$ cat config.mk
export PLATFORM = sky130hd
export DESIGN_NAME = mastermind_scorer
export DESIGN_NICKNAME = d
export VERILOG_FILES = /design/src/rtl/mastermind_scorer_pkg.sv /design/src/rtl/mastermind_scorer_peg_matcher.sv /design/src/rtl/mastermind_scorer.sv
export SDC_FILE = /design/constraint.sdc
export NUM_CORES = 1
export LEC_CHECK = 0
export BUFFER_PORTS_ARGS = -buffer_cell sky130_fd_sc_hd__buf_2
export CAP_MARGIN = 20
export CELL_PAD_IN_SITES_DETAIL_PLACEMENT = 0
export CELL_PAD_IN_SITES_GLOBAL_PLACEMENT = 1
export CORE_MARGIN = 2
export CORE_UTILIZATION = 40
export CTS_CLUSTER_DIAMETER = 80
export DETAILED_ROUTE_END_ITERATION = 10
export MAX_ROUTING_LAYER = met4
export PLACE_DENSITY_LB_ADDON = 0.1
export SETUP_SLACK_MARGIN = 0.05
export SYNTH_ARGS = -nofsm -noshare
export SYNTH_HDL_FRONTEND = slang
export SYNTH_HIERARCHICAL = 1
export SYNTH_SLANG_ARGS = --single-unit
export TNS_END_PERCENT = 5
$ cat constraint.sdc
create_clock -name clk -period 4.3 [get_ports clk]
set_input_delay 0.86 -clock clk [delete_from_list [all_inputs] [get_ports clk]]
set_output_delay 0.86 -clock clk [all_outputs]
set_load 0.01 [all_outputs]
$ cat src/rtl/mastermind_scorer_pkg.sv
// mm_pkg: shared constants and types for the Mastermind scorer slice.
//   NUM_PEGS   - pegs per code/guess (fixed at 4)
//   COLOR_W    - bits per peg colour
//   color_t    - one peg colour
//   score_t    - black/white peg count (0..4)
//   peg_mask_t - one bit per peg position
package mm_pkg;

  localparam int NUM_PEGS = 4;
  localparam int COLOR_W  = 3;

  typedef logic [COLOR_W-1:0]  color_t;
  typedef logic [2:0]          score_t;
  typedef logic [NUM_PEGS-1:0] peg_mask_t;

endpackage

$ cat src/rtl/mastermind_scorer_peg_matcher.sv
// peg_matcher: combinational colour-only match search for one guess peg.
// Finds the lowest code position that is not an exact match, has not
// already been paired with an earlier guess peg, and holds the same colour
// as the guess peg being scored.
// Ports:
//   guess_color - colour of the guess peg being scored
//   code        - the four secret code colours
//   exact_mask  - positions where code and guess already match exactly
//   used_mask   - code positions already consumed by a white peg
//   found       - a pairable code position exists
//   match_sel   - one-hot select of that lowest position (0 when !found)
module peg_matcher
  import mm_pkg::*;
#(
  parameter int COLOR_W = mm_pkg::COLOR_W
) (
  input  logic [COLOR_W-1:0]               guess_color,
  input  logic [NUM_PEGS-1:0][COLOR_W-1:0] code,
  input  peg_mask_t                        exact_mask,
  input  peg_mask_t                        used_mask,
  output logic                             found,
  output peg_mask_t                        match_sel
);

  // Priority scan from position 0 upward; the first hit wins so the
  // white count comes out as sum(min(code count, guess count)) - black.
  always_comb begin
    found     = 1'b0;
    match_sel = '0;
    for (int j = 0; j < NUM_PEGS; j++) begin
      if (!found && !exact_mask[j] && !used_mask[j] && (code[j] == guess_color)) begin
        found        = 1'b1;
        match_sel[j] = 1'b1;
      end
    end
  end

endmodule

$ cat src/rtl/mastermind_scorer.sv
// mastermind_scorer: datapath responder to the game controller's strobes.
// Captures code and guess pegs on level load strobes, scores one guess
// position per compare cycle, and publishes black/white counts plus sticky
// win / game-over status when the controller signals reach_result_4.
// Ports:
//   clk, reset        - single clock, synchronous active-high reset
//   peg_in            - colour from the switches
//   load_code_1..4    - write code slot 0..3 (ignored while a round is active)
//   load_guess_1..4   - write guess slot 0..3 (ignored while a round is active)
//   compare/compare_i - score guess position compare_i this cycle
//   reach_result_4    - round complete, publish the score
//   black, white      - last published exact / colour-only counts
//   result_valid      - one-cycle pulse when black/white update
//   win               - sticky, set when a published black equals 4
//   game_over         - win or guess_count reached MAX_GUESSES
//   guess_count       - rounds published since reset (saturating)
//   hint_exact        - exact mask captured at publish
//                       (only with MASTERMIND_SCORER_HINT_EN defined)
module mastermind_scorer
  import mm_pkg::*;
#(
  parameter int COLOR_W     = mm_pkg::COLOR_W,
  parameter int MAX_GUESSES = 10,
  parameter int CNT_W       = 4
) (
  input  logic               clk,
  input  logic               reset,
  input  logic [COLOR_W-1:0] peg_in,
  input  logic               load_code_1,
  input  logic               load_code_2,
  input  logic               load_code_3,
  input  logic               load_code_4,
  input  logic               load_guess_1,
  input  logic               load_guess_2,
  input  logic               load_guess_3,
  input  logic               load_guess_4,
  input  logic               compare,
  input  logic [1:0]         compare_i,
  input  logic               reach_result_4,
  output score_t             black,
  output score_t             white,
  output logic               result_valid,
  output logic               win,
  output logic               game_over,
  output logic [CNT_W-1:0]   guess_count
`ifdef MASTERMIND_SCORER_HINT_EN
  ,
  output peg_mask_t          hint_exact
`endif
);

  logic [NUM_PEGS-1:0][COLOR_W-1:0] code_q, code_d;
  logic [NUM_PEGS-1:0][COLOR_W-1:0] guess_q, guess_d;
  peg_mask_t          used_q, used_d;
  peg_mask_t          done_q, done_d;
  logic               round_active_q, round_active_d;
  score_t             acc_black_q, acc_black_d;
  score_t             acc_white_q, acc_white_d;
  score_t             black_q, black_d;
  score_t             white_q, white_d;
  logic               result_valid_q, result_valid_d;
  logic               win_q, win_d;
  logic [CNT_W-1:0]   guess_count_q, guess_count_d;
`ifdef MASTERMIND_SCORER_HINT_EN
  peg_mask_t          hint_exact_q, hint_exact_d;
`endif

  peg_mask_t          exact;
  peg_mask_t          used_base;
  peg_mask_t          match_sel;
  logic               match_found;
  logic               round_start;
  logic               compare_take;
  logic               publish;

  // Exact matches come straight from the registers, which stay frozen for
  // the whole round.
  always_comb begin
    exact = '0;
    for (int j = 0; j < NUM_PEGS; j++) begin
      exact[j] = (code_q[j] == guess_q[j]);
    end
  end

  // A compare of position 0 opens a new round unless position 0 was already
  // scored in the current round (a duplicate index). Other positions only
  // count inside an active round and only the first time they are seen.
  assign round_start  = compare && (compare_i == 2'd0) && (!done_q[0] || !round_active_q);
  assign compare_take = round_start || (compare && round_active_q && !done_q[compare_i]);
  assign publish      = reach_result_4 && !game_over;

  // The colour search must see the cleared used mask in the cycle a round
  // starts, since position 0 is scored in that same cycle.
  assign used_base = round_start ? '0 : used_q;

  peg_matcher #(
    .COLOR_W (COLOR_W)
  ) u_peg_matcher (
    .guess_color (guess_q[compare_i]),
    .code        (code_q),
    .exact_mask  (exact),
    .used_mask   (used_base),
    .found       (match_found),
    .match_sel   (match_sel)
  );

  // Next-state logic: loading, round start, per-position scoring, publish.
  // The publish step reads the already-updated accumulators so a compare
  // landing in the same cycle as reach_result_4 is included.
  always_comb begin
    code_d         = code_q;
    guess_d        = guess_q;
    used_d         = used_q;
    done_d         = done_q;
    round_active_d = round_active_q;
    acc_black_d    = acc_black_q;
    acc_white_d    = acc_white_q;
    black_d        = black_q;
    white_d        = white_q;
    result_valid_d = 1'b0;
    win_d          = win_q;
    guess_count_d  = guess_count_q;
`ifdef MASTERMIND_SCORER_HINT_EN
    hint_exact_d   = hint_exact_q;
`endif

    if (!round_active_q) begin
      if (load_code_1)  code_d[0]  = peg_in;
      if (load_code_2)  code_d[1]  = peg_in;
      if (load_code_3)  code_d[2]  = peg_in;
      if (load_code_4)  code_d[3]  = peg_in;
      if (load_guess_1) guess_d[0] = peg_in;
      if (load_guess_2) guess_d[1] = peg_in;
      if (load_guess_3) guess_d[2] = peg_in;
      if (load_guess_4) guess_d[3] = peg_in;
    end

    if (round_start) begin
      used_d         = '0;
      done_d         = '0;
      acc_black_d    = '0;
      acc_white_d    = '0;
      round_active_d = 1'b1;
    end

    if (compare_take) begin
      done_d[compare_i] = 1'b1;
      if (exact[compare_i]) begin
        acc_black_d = acc_black_d + score_t'(1);
      end else if (match_found) begin
        used_d      = used_d | match_sel;
        acc_white_d = acc_white_d + score_t'(1);
      end
    end

    if (publish) begin
      black_d        = acc_black_d;
      white_d        = acc_white_d;
      result_valid_d = 1'b1;
      if (guess_count_q != CNT_W'(MAX_GUESSES)) begin
        guess_count_d = guess_count_q + CNT_W'(1);
      end
      win_d          = win_q | (acc_black_d == score_t'(4));
      round_active_d = 1'b0;
`ifdef MASTERMIND_SCORER_HINT_EN
      hint_exact_d   = exact;
`endif
    end
  end

  // State registers with synchronous reset.
  always_ff @(posedge clk) begin
    if (reset) begin
      code_q         <= '0;
      guess_q        <= '0;
      used_q         <= '0;
      done_q         <= '0;
      round_active_q <= 1'b0;
      acc_black_q    <= '0;
      acc_white_q    <= '0;
      black_q        <= '0;
      white_q        <= '0;
      result_valid_q <= 1'b0;
      win_q          <= 1'b0;
      guess_count_q  <= '0;
`ifdef MASTERMIND_SCORER_HINT_EN
      hint_exact_q   <= '0;
`endif
    end else begin
      code_q         <= code_d;
      guess_q        <= guess_d;
      used_q         <= used_d;
      done_q         <= done_d;
      round_active_q <= round_active_d;
      acc_black_q    <= acc_black_d;
      acc_white_q    <= acc_white_d;
      black_q        <= black_d;
      white_q        <= white_d;
      result_valid_q <= result_valid_d;
      win_q          <= win_d;
      guess_count_q  <= guess_count_d;
`ifdef MASTERMIND_SCORER_HINT_EN
      hint_exact_q   <= hint_exact_d;
`endif
    end
  end

  assign black        = black_q;
  assign white        = white_q;
  assign result_valid = result_valid_q;
  assign win          = win_q;
  assign guess_count  = guess_count_q;
  assign game_over    = win_q || (guess_count_q == CNT_W'(MAX_GUESSES));
`ifdef MASTERMIND_SCORER_HINT_EN
  assign hint_exact   = hint_exact_q;
`endif

endmodule

### Word-level counts from Yosys, hierarchy flattened

Cells that the tools add are included.

| word-level totals | value |
|---|---|
| word-level logic and storage cells | 113 |
| input bits | 17 |
| register bits | 51 |
| output and inout port bits | 13 |

| operators by class | value |
|---|---|
| add/subtract/negate cells | 3 |
| muxes and demuxes | 29 |
| bitwise logic cells | 4 |
| equal/unequal tests | 11 |
| reduce and logical (&&, ||, !) cells | 46 |
| magnitude comparators | 2 |

Operators by type and width:

| kind | number |
|---|---|
| $eq 3x3->1 | 8 |
| $mux 3 | 8 |
| $mux 4 | 6 |
| $reduce_and 2->1 | 9 |
| $logic_and 1x1->1 | 17 |
| $logic_not 1->1 | 15 |
| $mux 1 | 11 |
| $or 4x4->4 | 2 |
| $add 3x1->3 const B | 2 |
| $bmux 3 s2 | 1 |
| $add 4x1->4 const B | 1 |
| $bmux 1 s2 | 2 |
| $eq 4x4->1 const B | 1 |
| $ne 4x4->1 const B | 1 |
| $eq 3x3->1 const B | 1 |
| $logic_or 1x1->1 | 3 |
| $lt 2x3->1 const B | 1 |
| $demux 1 s2 | 1 |
| $ge 2x1->1 const B | 1 |
| $logic_not 2->1 | 1 |
| $reduce_or 2->1 | 1 |
| $not 1->1 | 1 |
| $or 1x1->1 | 1 |

### Logic depth before layout (Yosys ltp)

Gate-level depths: netlist (run 1).

| logic depth | value |
|---|---|
| depth after elaboration | 27 |
| mapped depth | 13 |
| gate-level depth less buffers | 10 |

### Cells and area by module

The synthesis (run 1) kept the hierarchy.

By module, submodules not included:

| module | cells an instance | instances | sequential area each (µm²) | area an instance (µm²) |
|---|---|---|---|---|
| mastermind_scorer | 239 | 1 | 1021.0 | 2262.2 |
| peg_matcher | 29 | 1 | 0.0 | 215.2 |

### Worst setup path before layout (run 1)

No wires, ideal clock.

| timing | value |
|---|---|
| path type | input -> register |
| start point | input compare_i[0] |
| end point | register white_q[2], in the netlist white[2] |
| path slack | 1.184 ns |
| data arrival time | 2.977 ns |
| library setup time | 0.139 ns |
| stages on the path | 11 |
| required time | 4.161 ns |
| buffers on the path | 3 |
| cell sequence | buf_2 > mux4_1 > clkbuf_2 > xnor2_1 > and4_1 > buf_6 > nand4b_1 > inv_1 > nor4b_1 > xor2_1 > a211oi_1 |

| on the way | value |
|---|---|
| word-level cells in the longest chain between the ends | 26 |
| elaborated cells between the ends (all ways) | 44 |
| those cells by class | add/sub (1); eq/ne (4); mux (15); reduce/logical (24) |

RTL lines:

| element | RTL line | source |
|---|---|---|
| start, declared | mastermind_scorer.sv:38 | `input logic [1:0] compare_i,` |
| parallel branches: the longest is 6 deep, another holds $bmux 3 s2 | -- |  |
| $logic_and 1x1->1 (*) | mastermind_scorer_peg_matcher.sv:31 | `if (!found && !exact_mask[j] && !used_mask[j] && (code[j] == guess_color)) begin` |
| $mux 1 (*) | -- |  |
| net match_sel[0] | mastermind_scorer.sv:70 | `peg_mask_t match_sel;` |
| $logic_not 1->1 | mastermind_scorer_peg_matcher.sv:31 |  |
| $logic_and 1x1->1 (3 in a row) | mastermind_scorer_peg_matcher.sv:31 |  |
| $mux 1 (*) | mastermind_scorer_peg_matcher.sv:31 |  |
| $logic_not 1->1 | mastermind_scorer_peg_matcher.sv:31 |  |
| $logic_and 1x1->1 (3 in a row) | mastermind_scorer_peg_matcher.sv:31 |  |
| $mux 1 (*) | mastermind_scorer_peg_matcher.sv:31 |  |
| $logic_not 1->1 | mastermind_scorer_peg_matcher.sv:31 |  |
| $logic_and 1x1->1 (3 in a row) | mastermind_scorer_peg_matcher.sv:31 |  |
| $mux 1 (*) | mastermind_scorer_peg_matcher.sv:31 |  |
| net match_found | mastermind_scorer.sv:71 | `logic match_found;` |
| $mux 3 (*) | mastermind_scorer.sv:150 | `end else if (match_found) begin` |
| $mux 3 (*) | mastermind_scorer.sv:148 | `if (exact[compare_i]) begin` |
| $mux 3 (*) | mastermind_scorer.sv:146 | `if (compare_take) begin` |
| end signal, assigned | mastermind_scorer.sv:198 | `white_q <= white_d;` |
| end, declared | mastermind_scorer.sv:60 | `score_t white_q, white_d;` |

Mark *: on every way through the listed nets, which the timed path passes. The select of a mux whose other input is x is not followed.
A chain may end at the register's enable or synchronous reset.

### Final worst setup path (run 1)

| timing | value |
|---|---|
| start point | input compare_i[0] |
| end point | register white_q[1], in the netlist white[1] |

The elaborated chain is that of the path after synthesis.

==> results of run 1 <==
==> per-stage QoR <==
stage | std cells | setup slack (ns) | instance area [um^2]
2_1_floorplan | 268 | 1.184 | 2477
3_3_place_gp | 354 | 0.9404 | 2636
3_5_place_dp | 354 | 0.8822 | 2636
4_1_cts | 361 | 1.225 | 2724
5_1_grt | 361 | 0.9818 | 2724
6_report | 361 | 1.238 | 2724
==> cell type report <==
| cell class | count | area, um^2 | area share (%) |
|---|---|---|---|
| clock buffer | 6 | 82.58 | 3.032 |
| sequential | 51 | 1021 | 37.48 |
| multi-input combinational | 190 | 1343 | 49.29 |
| clock inverter | 1 | 5.005 | 0.1837 |
| inverter | 9 | 33.78 | 1.240 |
| timing repair buffer | 29 | 145.1 | 5.328 |
| tap | 75 | 93.84 | 3.445 |
==> kinds of logic (layout without fill, tap and decap cells) <==
logic type | count (synthesis) | after routing
adders and majority gates | 4 | 4
muxes | 31 | 31
AOI/OAI and AO/OA | 21 | 21
buffers and inverters | 27 | 45
xor gates and xnor gates | 32 | 32
DFF | 51 | 51
and+or+nand+nor | 102 | 102
==> routing by layer <==
metal | wire length (um) | vias to the layer above | share of wire, %
met5 | 0 | - | 0
met4 | 57 | 0 | 1.1
met3 | 160 | 6 | 3.2
met2 | 2061 | 24 | 41
met1 | 2795 | 829 | 55
li1 | - | 931 | -
==> where the power goes <==
| group | internal (mW) | total [mW] | switching (mW) |
|---|---|---|---|
| clock network | 0.127 | 0.277 | 0.150 |
| registers | 0.496 | 0.519 | 0.0236 |
| logic | 0.0757 | 0.165 | 0.0898 |
| total | 0.698 | 0.962 | 0.264 |
==> placed cells by master, fill, tap and decap left out, types with 8 or more instances in the layout <==
| master | n |
|---|---|
| xor2_1 | 15 |
| nand2b_1 | 9 |
| a21oi_1 | 8 |
| buf_2 | 29 |
| and2_1 | 9 |
| dfxtp_1 | 51 |
| xnor2_1 | 17 |
| inv_1 | 9 |
| nor2_1 | 55 |
| mux2i_1 | 27 |
==> worst reg2reg max path, stage by stage (launching register included) <==
cell      delay (ns)
dfxtp_1         0.45
a21oi_1         0.23
nand2b_1        0.31
and2_1          0.31
nor2_1          0.08
and4_1          0.30
nand4b_1        0.14
inv_1           0.08
nor3b_4         0.34
mux2i_1         0.27
a211oi_1        0.09
==> cell usage after synthesis (all sizes together) <==
master	count	area, um^2
mux4	4	97.59
and4	2	17.52
nor3b	2	26.28
nor3	6	30.03
buf	3	20.01
a31oi	3	18.77
nand2b	9	56.30
a211oi	7	52.55
xor2	15	131.4
xnor2	17	148.9
o22ai	1	6.260
nand2	6	22.52
nor2	55	206.5
inv	9	33.78
a22oi	1	7.510
nand3	1	5.000
o21ai	1	5.000
and2	9	56.30
mux2i	27	270.3
clkbuf	15	60.05
or4b	1	10.01
ha	4	50.05
nor2b	2	12.51
nand4	5	31.28
nand4b	1	8.760
and3	1	7.510
a21oi	8	40.04
dfxtp	51	1021
nor4b	2	23.77
==> registers in the layout, summed over array words and instances, names as in the netlist, 4 cells and up <==
name,count
code_q,12
guess_q,12
used_q,4
done_q,4
guess_count,4
==> path summary, 6_finish.rpt <==
check	to	slack, ns	cells after the start
max	white[1]$_SDFFE_PP0P_	1.24	9
max reg2reg	white[1]$_SDFFE_PP0P_	1.56	10
min	done_q[0]$_SDFF_PP0_	0.46	2
min reg2reg	done_q[0]$_SDFF_PP0_	0.46	2
==> metrics.txt, run 1 <==
main combinational cell family by area after synthesis=simple AND/OR/NAND/NOR gates; Tcrit/Tclk final=71.20%; status=finished clean; largest net degree at the start of global routing=52; startpoint class of the critical path=primary input; row cnt=28; global-route wire length before repair=8.445 mm; met1 Resource Use GR=24.85%; min Tclk post-route=3.062 ns; num ports=30; CP max stage cell=mux4_1; Final setup viols=0; Setup Crit Path Kind=primary input to register; pwr dens=353.0 nW/um^2; final hold vios=0; CTS root buf=clkbuf_8; Final Max Slew Viols=0; compound-gate portion of the synthesized area=5.253%; FMAX=0.3266 GHz; Hold Path Origin=done_q[0]$_SDFF_PP0_; die area=6839 um^2; diode count=0; GR Util met2=23.71%; layout cells sized above 1=14.69%; Final Power=0.9616 mW; TritonCTS clock tree=done; area delta synth->final=9.949%; DIE HEIGHT=82.70 um; Post-Synthesis Cells=268; routed vias/inst=4.958; required time of the critical path=4.45 ns; GRT overflow=0; mux contribution to synthesized area=14.85%; Max-slew headroom=37.42%; XOR/XNOR Fraction of Synth Area=11.31%; Clock Pin Slew Worst Setup and Hold Paths=0.09 ns; routed wire length=5.075 mm; RSZ-0062 raised after global routing=no; final setup TNS=0 ns; detailed-route DRC error count=0; H-tree levels=2; Synth cell types=35; crit path launch=compare_i[0]; Seq/Total Area, Yosys=41.21%; Crit. End Element=register; CP peak stage delay=0.72 ns; Post-layout nets=307; Layout fillers=604; Post-Syn Area=2477 um^2; actual slew at the worst max-slew pin=0.9387 ns; GR Layer Usage met3=3.587%; Post-CTS Hold Buffers=0; Overall Global Routing Usage=16.93%; worst skew pair latency=0.30 ns; clock skew=0.003707 ns; Max FO, Critical Path=11; hold slack final=0.4628 ns; grt peak-use layer=met1; post-CTS setup buffers=0; register bit total from synthesis=51; Starting Density=41.60%; PortBufs=29; max_cap viols=0; Routed Antenna Nets=0; 1st-pass router iterations=4; Ys Warns=6; Avg Inst Size Synth=9.244 um^2; DR vias=1,790; Max rail drop VDD=0.0001349 V; Post-DP HPWL=3.668 mm; cells resized by post-CTS repair=0; total CTS buffers=5; post-synthesis net count=289; CTS Buffer Depth=2; DIE WIDTH=82.70 um; Placer Congestion=0.8055; vias in the first global route=1,682; Crit path max-delay family=multiplexers; fin util=45.74%; Synth Area in Adders=2.020%; Avg WL per Cell=14.06 um; CP cell instances=buf_2 -> mux4_1 -> xnor2_1 -> and4_1 -> nand4b_1 -> inv_1 -> nor3b_4 -> mux2i_1 -> a211oi_1; core area=5956 um^2; Buf/Inv on CP=2; initial antenna violation count=0; CTS Sinks=51; Leakage=1.220 nW; Hold Path Class=register to register; Synth Area in Simple Gates=20.76%; worst flop-to-flop path startpoint=round_active_q$_SDFFE_PP0P_; Initial DRC Count=93; crit path DAT=3.21 ns
No activity file was read; power rests on OpenSTA's default activity.
==> inputs of run 2 (changes only) <==
==> constraint.sdc (replaced) <==
create_clock -name clk -period 2.66 [get_ports clk]
set_input_delay 0.532 -clock clk [delete_from_list [all_inputs] [get_ports clk]]
set_output_delay 0.532 -clock clk [all_outputs]
set_load 0.01 [all_outputs]
==> run 2 against run 1 <==
  * Sequential share of layout area down 1.5 points
  * First-iteration DRC count down 11%
  * Critical endpoint is now white[2]$_SDFFE_PP0P_
  * Die area unchanged
  * Non-clock buffer count up 11
  * Cell area up 4.1%
  * Wire length down 0.65%
==> metrics.txt, run 2 (same netlist as run 1, synthesis figures left out) <==
Crit. End Element=register; Sw Pwr=0.4402 mW; diode count=0; max_cap viols=0; Starting Density=41.60%; Setup Crit Path Kind=primary input to register; Sw Share=26.17%; clock skew=0.009347 ns; RSZ-0062 raised after global routing=no; Clock Pin Slew Worst Setup and Hold Paths=0.10 ns; highest-count cells in the layout ignoring fill and taps=nor2_1, dfxtp_1, buf_2; top layer in use=met4; CTS Sinks=51; Post-layout nets=318; combinational fraction of design power=17.2%; Placer Congestion=0.7951; Final setup viols=0; routed wire length=5.042 mm; top flop regs=code_q x12, guess_q x12; met2 WL=2.128 mm; Hold Path Class=register to register; Tcrit/Tclk final=86.68%; area delta synth->final=14.44%; post-CTS setup buffers=0; crit path DAT=2.49 ns; Final Power=1.682 mW; pwr dens=593.2 nW/um^2; routed vias/inst=4.941; Leakage=1.273 nW; global-route wire length before repair=8.397 mm; layout cells sized above 1=19.46%; Post-CTS Hold Buffers=0; Seq pwr share=49.8%; Avg WL per Cell=13.52 um; Overall Global Routing Usage=16.77%; startpoint class of the critical path=primary input; worst skew pair latency=0.30 ns; Routed Antenna Nets=0; CTS root buf=clkbuf_8; Layout fillers=619; cells resized by post-CTS repair=0; Final Max Slew Viols=0; detailed-route DRC error count=0; TritonCTS clock tree=done; core area=5956 um^2; Max-slew headroom=63.16%; Post-DP HPWL=3.812 mm; Max FO, Critical Path=5; Met1 Routed Length=2.736 mm; 1st-pass router iterations=4; Int Power=1.242 mW; min Tclk post-route=2.306 ns; PortBufs=29; Max rail drop VDD=0.0002275 V; DR vias=1,843; status=finished clean; fin util=47.61%; final hold vios=0; H-tree levels=2; total CTS buffers=5; commonest non-fill, non-tap cell in the layout=nor2_1; GRT overflow=0; met3 wire len=124 um; Initial DRC Count=83; DIE WIDTH=82.70 um; die area=6839 um^2; actual slew at the worst max-slew pin=0.5468 ns; vias in the first global route=1,667; row cnt=28; final setup TNS=0 ns; hold slack final=0.4540 ns; clock power share=33.1%; DIE HEIGHT=82.70 um; FMAX=0.4337 GHz; CTS Buffer Depth=2; num ports=30; largest net degree at the start of global routing=19; initial antenna violation count=0; required time of the critical path=2.85 ns
## run 2: cell count changes in the layout (fill, tap and decap cells not counted)
| cell | delta |
|---|---|
| bufinv_16 | +1 |
| inv_2 | +1 |
| nor4b_1 | -1 |
| inv_1 | -1 |
| buf_4 | +11 |
| nor4b_2 | +1 |
| mux4_2 | +2 |
| mux4_1 | -2 |
## run 2: final timing paths
kind                                          startpoint                    end  slack, ns  cells after the start
worst max-delay path                        compare_i[0]  white[2]$_SDFFE_PP0P_       0.35                      9
worst min-delay path                done_q[1]$_SDFF_PP0_   done_q[1]$_SDFF_PP0_       0.45                      2
worst max register to register  guess_q[10]$_SDFFE_PP0P_  white[2]$_SDFFE_PP0P_       0.42                      8
worst min register to register      done_q[1]$_SDFF_PP0_   done_q[1]$_SDFF_PP0_       0.45                      2
## run 2: cell type report
type	count	area, um^2	share of cell area (%)
Clock buffer	6	82.58	2.913
Clock inverter	2	35.03	1.236
Inverter	9	33.78	1.192
Multi-Input combinational cell	190	1341	47.31
Sequential cell	51	1021	36.01
Tap cell	75	93.84	3.310
Timing Repair Buffer	40	227.7	8.032
## run 2: layer usage
layer | vias up | track usage [%]
li1 | 952 | -
met1 | 867 | 23.90
met2 | 18 | 24.27
met3 | 6 | 3.587
met4 | 0 | 3.934
met5 | - | -
## run 2: power by group through the flow
| stage | Combinational [mW] | Sequential (mW) | Clock, mW |
|---|---|---|---|
| 2_1_floorplan | 0.230 | 0.849 | 0 |
| 3_3_place_gp | 0.291 | 0.855 | 0 |
| 3_5_place_dp | 0.292 | 0.855 | 0 |
| 4_1_cts | 0.293 | 0.837 | 0.584 |
| 5_1_grt | 0.325 | 0.843 | 0.610 |
| 6_report | 0.289 | 0.837 | 0.556 |
## run 2: critical path, stage by stage
cell	delay, ns
buf_2	0.15
mux4_2	0.60
xnor2_1	0.24
nand4_1	0.16
nand4b_1	0.14
inv_2	0.07
nor4b_2	0.29
xor2_1	0.21
a211oi_1	0.09
## run 2: stage by stage
stage / instances / setup WS [ns] / instance area, um^2
final: 373 / 0.3544 / 2835
after global routing: 373 / 0.1665 / 2835
after CTS: 373 / 0.3355 / 2835
after detailed placement: 365 / 0.01127 / 2718
after global placement: 365 / 0.06671 / 2718
after floorplan: 268 / 0.05883 / 2509
==> inputs of run 3 (changes only) <==
--- a/config.mk
+++ b/config.mk
@@ -9,6 +9,7 @@
 export CAP_MARGIN = 20
 export CELL_PAD_IN_SITES_DETAIL_PLACEMENT = 0
 export CELL_PAD_IN_SITES_GLOBAL_PLACEMENT = 1
+export CORE_ASPECT_RATIO = 0.9
 export CORE_MARGIN = 2
 export CORE_UTILIZATION = 40
 export CTS_CLUSTER_DIAMETER = 80
@@ -16,6 +17,7 @@
 export MAX_ROUTING_LAYER = met4
 export PLACE_DENSITY_LB_ADDON = 0.1
 export SETUP_SLACK_MARGIN = 0.05
+export SLEW_MARGIN = 40
 export SYNTH_ARGS = -nofsm -noshare
 export SYNTH_HDL_FRONTEND = slang
 export SYNTH_HIERARCHICAL = 1
==> run 3 against run 2 <==
  * Fmax barely moved
  * Register-to-register slack got worse by 0.02 ns
  * Setup slack barely moved
  * Flip-flop and latch count did not move
  * Hold slack barely moved
  * Clock-buffer cell count did not move
  * Largest cell class unchanged
  * Sequential power barely moved
  * Core utilization fell by 1.5 points
  * First-iteration DRC count fell by 22%
  * Non-clock buffer count fell by 2
  * Cell count fell by 1.6%
==> metrics.txt, run 3 (same netlist as run 1, synthesis figures left out) <==
placed instance area=2699 um^2; Crit. End Element=register; GRT overflow=0; cells resized by post-CTS repair=0; Hold Path Class=register to register; commonest non-fill, non-tap cell in the layout=nor2_1; startpoint class of the critical path=primary input; met3 wire len=167 um; crit path DAT=2.46 ns; post-CTS setup buffers=0; detailed-route DRC error count=0; Placed Instances=360; RSZ-0062 raised after global routing=no; 1st-pass router iterations=4; Placer Congestion=0.7619; hold slack final=0.4537 ns; initial antenna violation count=0; Routed Antenna Nets=0; Avg WL per Cell=13.60 um; row cnt=27; TritonCTS clock tree=done; actual slew at the worst max-slew pin=0.6989 ns; Int Power=1.140 mW; DR vias=1,794; Post-DP HPWL=3.685 mm; Hold Path Origin=done_q[1]$_SDFF_PP0_; DIE WIDTH=86.96 um; Starting Density=40.97%; final setup TNS=0 ns; Setup Crit Path Kind=primary input to register; Clock Pin Slew Worst Setup and Hold Paths=0.09 ns; register area=1021 um^2; vias in the first global route=1,675; multi-input logic area=1341 um^2; min Tclk post-route=2.305 ns; CTS root buf=clkbuf_8; die area=6840 um^2; Final Power=1.568 mW; area delta synth->final=12.47%; top flop regs=code_q x12, guess_q x12; routed vias/inst=4.888; Worst Hold End=done_q[1]$_SDFF_PP0_; Final Max Slew Viols=0; status=finished clean; clock power share=28.4%; diode count=0; CTS Buffer Depth=2; layout cells sized above 1=18.64%; Seq pwr share=53.4%; Met1 Routed Length=2.770 mm; final cell count without fillers=367; Max FO, Critical Path=5; H-tree levels=2; combinational fraction of design power=18.2%; required time of the critical path=2.82 ns; Cells on Worst Hold Path=2; highest-count cells in the layout ignoring fill and taps=nor2_1, dfxtp_1, buf_2; DIE HEIGHT=78.66 um; Post-CTS Hold Buffers=0; core area=6047 um^2; num ports=30; worst flop-to-flop path startpoint=done_q[0]$_SDFF_PP0_; global-route wire length before repair=8.376 mm; max_cap viols=0; Final setup viols=0; met2 WL=2.016 mm; top layer in use=met4; worst skew pair latency=0.30 ns; routed wire length=4.990 mm; total CTS buffers=5; Layout fillers=610; CTS Sinks=51; Max rail drop VDD=0.0002515 V; clock skew=0.01021 ns; Sw Share=27.29%; reg-to-reg endpoint=white[1]$_SDFFE_PP0P_; Sw Pwr=0.4278 mW; Post-layout nets=316; Initial DRC Count=65; final hold vios=0; post-route cell area=2786 um^2; pwr dens=562.6 nW/um^2; reg2reg setup slack=0.40 ns; PortBufs=29; Max-slew headroom=53.41%; FF-to-FF path depth=10; largest net degree at the start of global routing=38; Leakage=1.249 nW; FMAX=0.4338 GHz; Tcrit/Tclk final=86.66%; Overall Global Routing Usage=15.90%
[run 3: changes by cell type in the layout (fill, tap and decap cells not counted)]
cell	previous run	this run
buf_4	11	9
bufinv_16	1	0
[run 3: power by group through the flow]
stage	Clock [mW]	Sequential (mW)	Combinational, mW
finish	0.446	0.837	0.285
global route	0.498	0.842	0.322
CTS	0.467	0.837	0.289
detailed placement	0	0.855	0.288
global placement	0	0.856	0.287
floorplan	0	0.849	0.230
[run 3: worst max-delay path by stage]
stage	from	end	slack (ns)	cells after the start
after detailed placement	compare_i[0]	white[1]$_SDFFE_PP0P_	-0.0003	9
final	compare_i[0]	white[1]$_SDFFE_PP0P_	0.35	9
after global routing	compare_i[1]	white[1]$_SDFFE_PP0P_	0.16	11
after global placement	compare_i[0]	white[2]$_SDFFE_PP0P_	-0.007	11
after floorplan	compare_i[0]	white[1]$_SDFFE_PP0P_	0.06	11
after CTS	compare_i[0]	white[1]$_SDFFE_PP0P_	0.33	9
[run 3: layout make-up]
cell class	count	share of cell area (%)
inverters	9	1.212
clock buffers	6	2.964
multi-input cells	190	48.14
clock inverters	1	0.1796
well taps	72	3.233
flip-flops and latches	51	36.64
repair buffers	38	7.634
[run 3: through the flow]
step | setup WS [ns] | util (%)
final | 0.3548 | 46.08
after global routing | 0.1595 | 46.08
after CTS | 0.3267 | 46.08
after detailed placement | -0.0003215 | 44.63
after global placement | -0.006683 | 44.63
after floorplan | 0.05883 | -
[run 3: layer usage]
metal  GRT usage, %  vias up
li1               -      943
met1          23.35      824
met2          22.44       23
met3          3.260        4
met4          3.281        0
met5              -        -
[run 3: critical path, cell delays in order]
cell and delay [ns]:
buf_2 0.15, mux4_2 0.60, xnor2_1 0.16, and4_1 0.23, nand4b_1 0.13, inv_2 0.06, nor3b_4 0.24, mux2i_1 0.27
a211oi_1 0.09
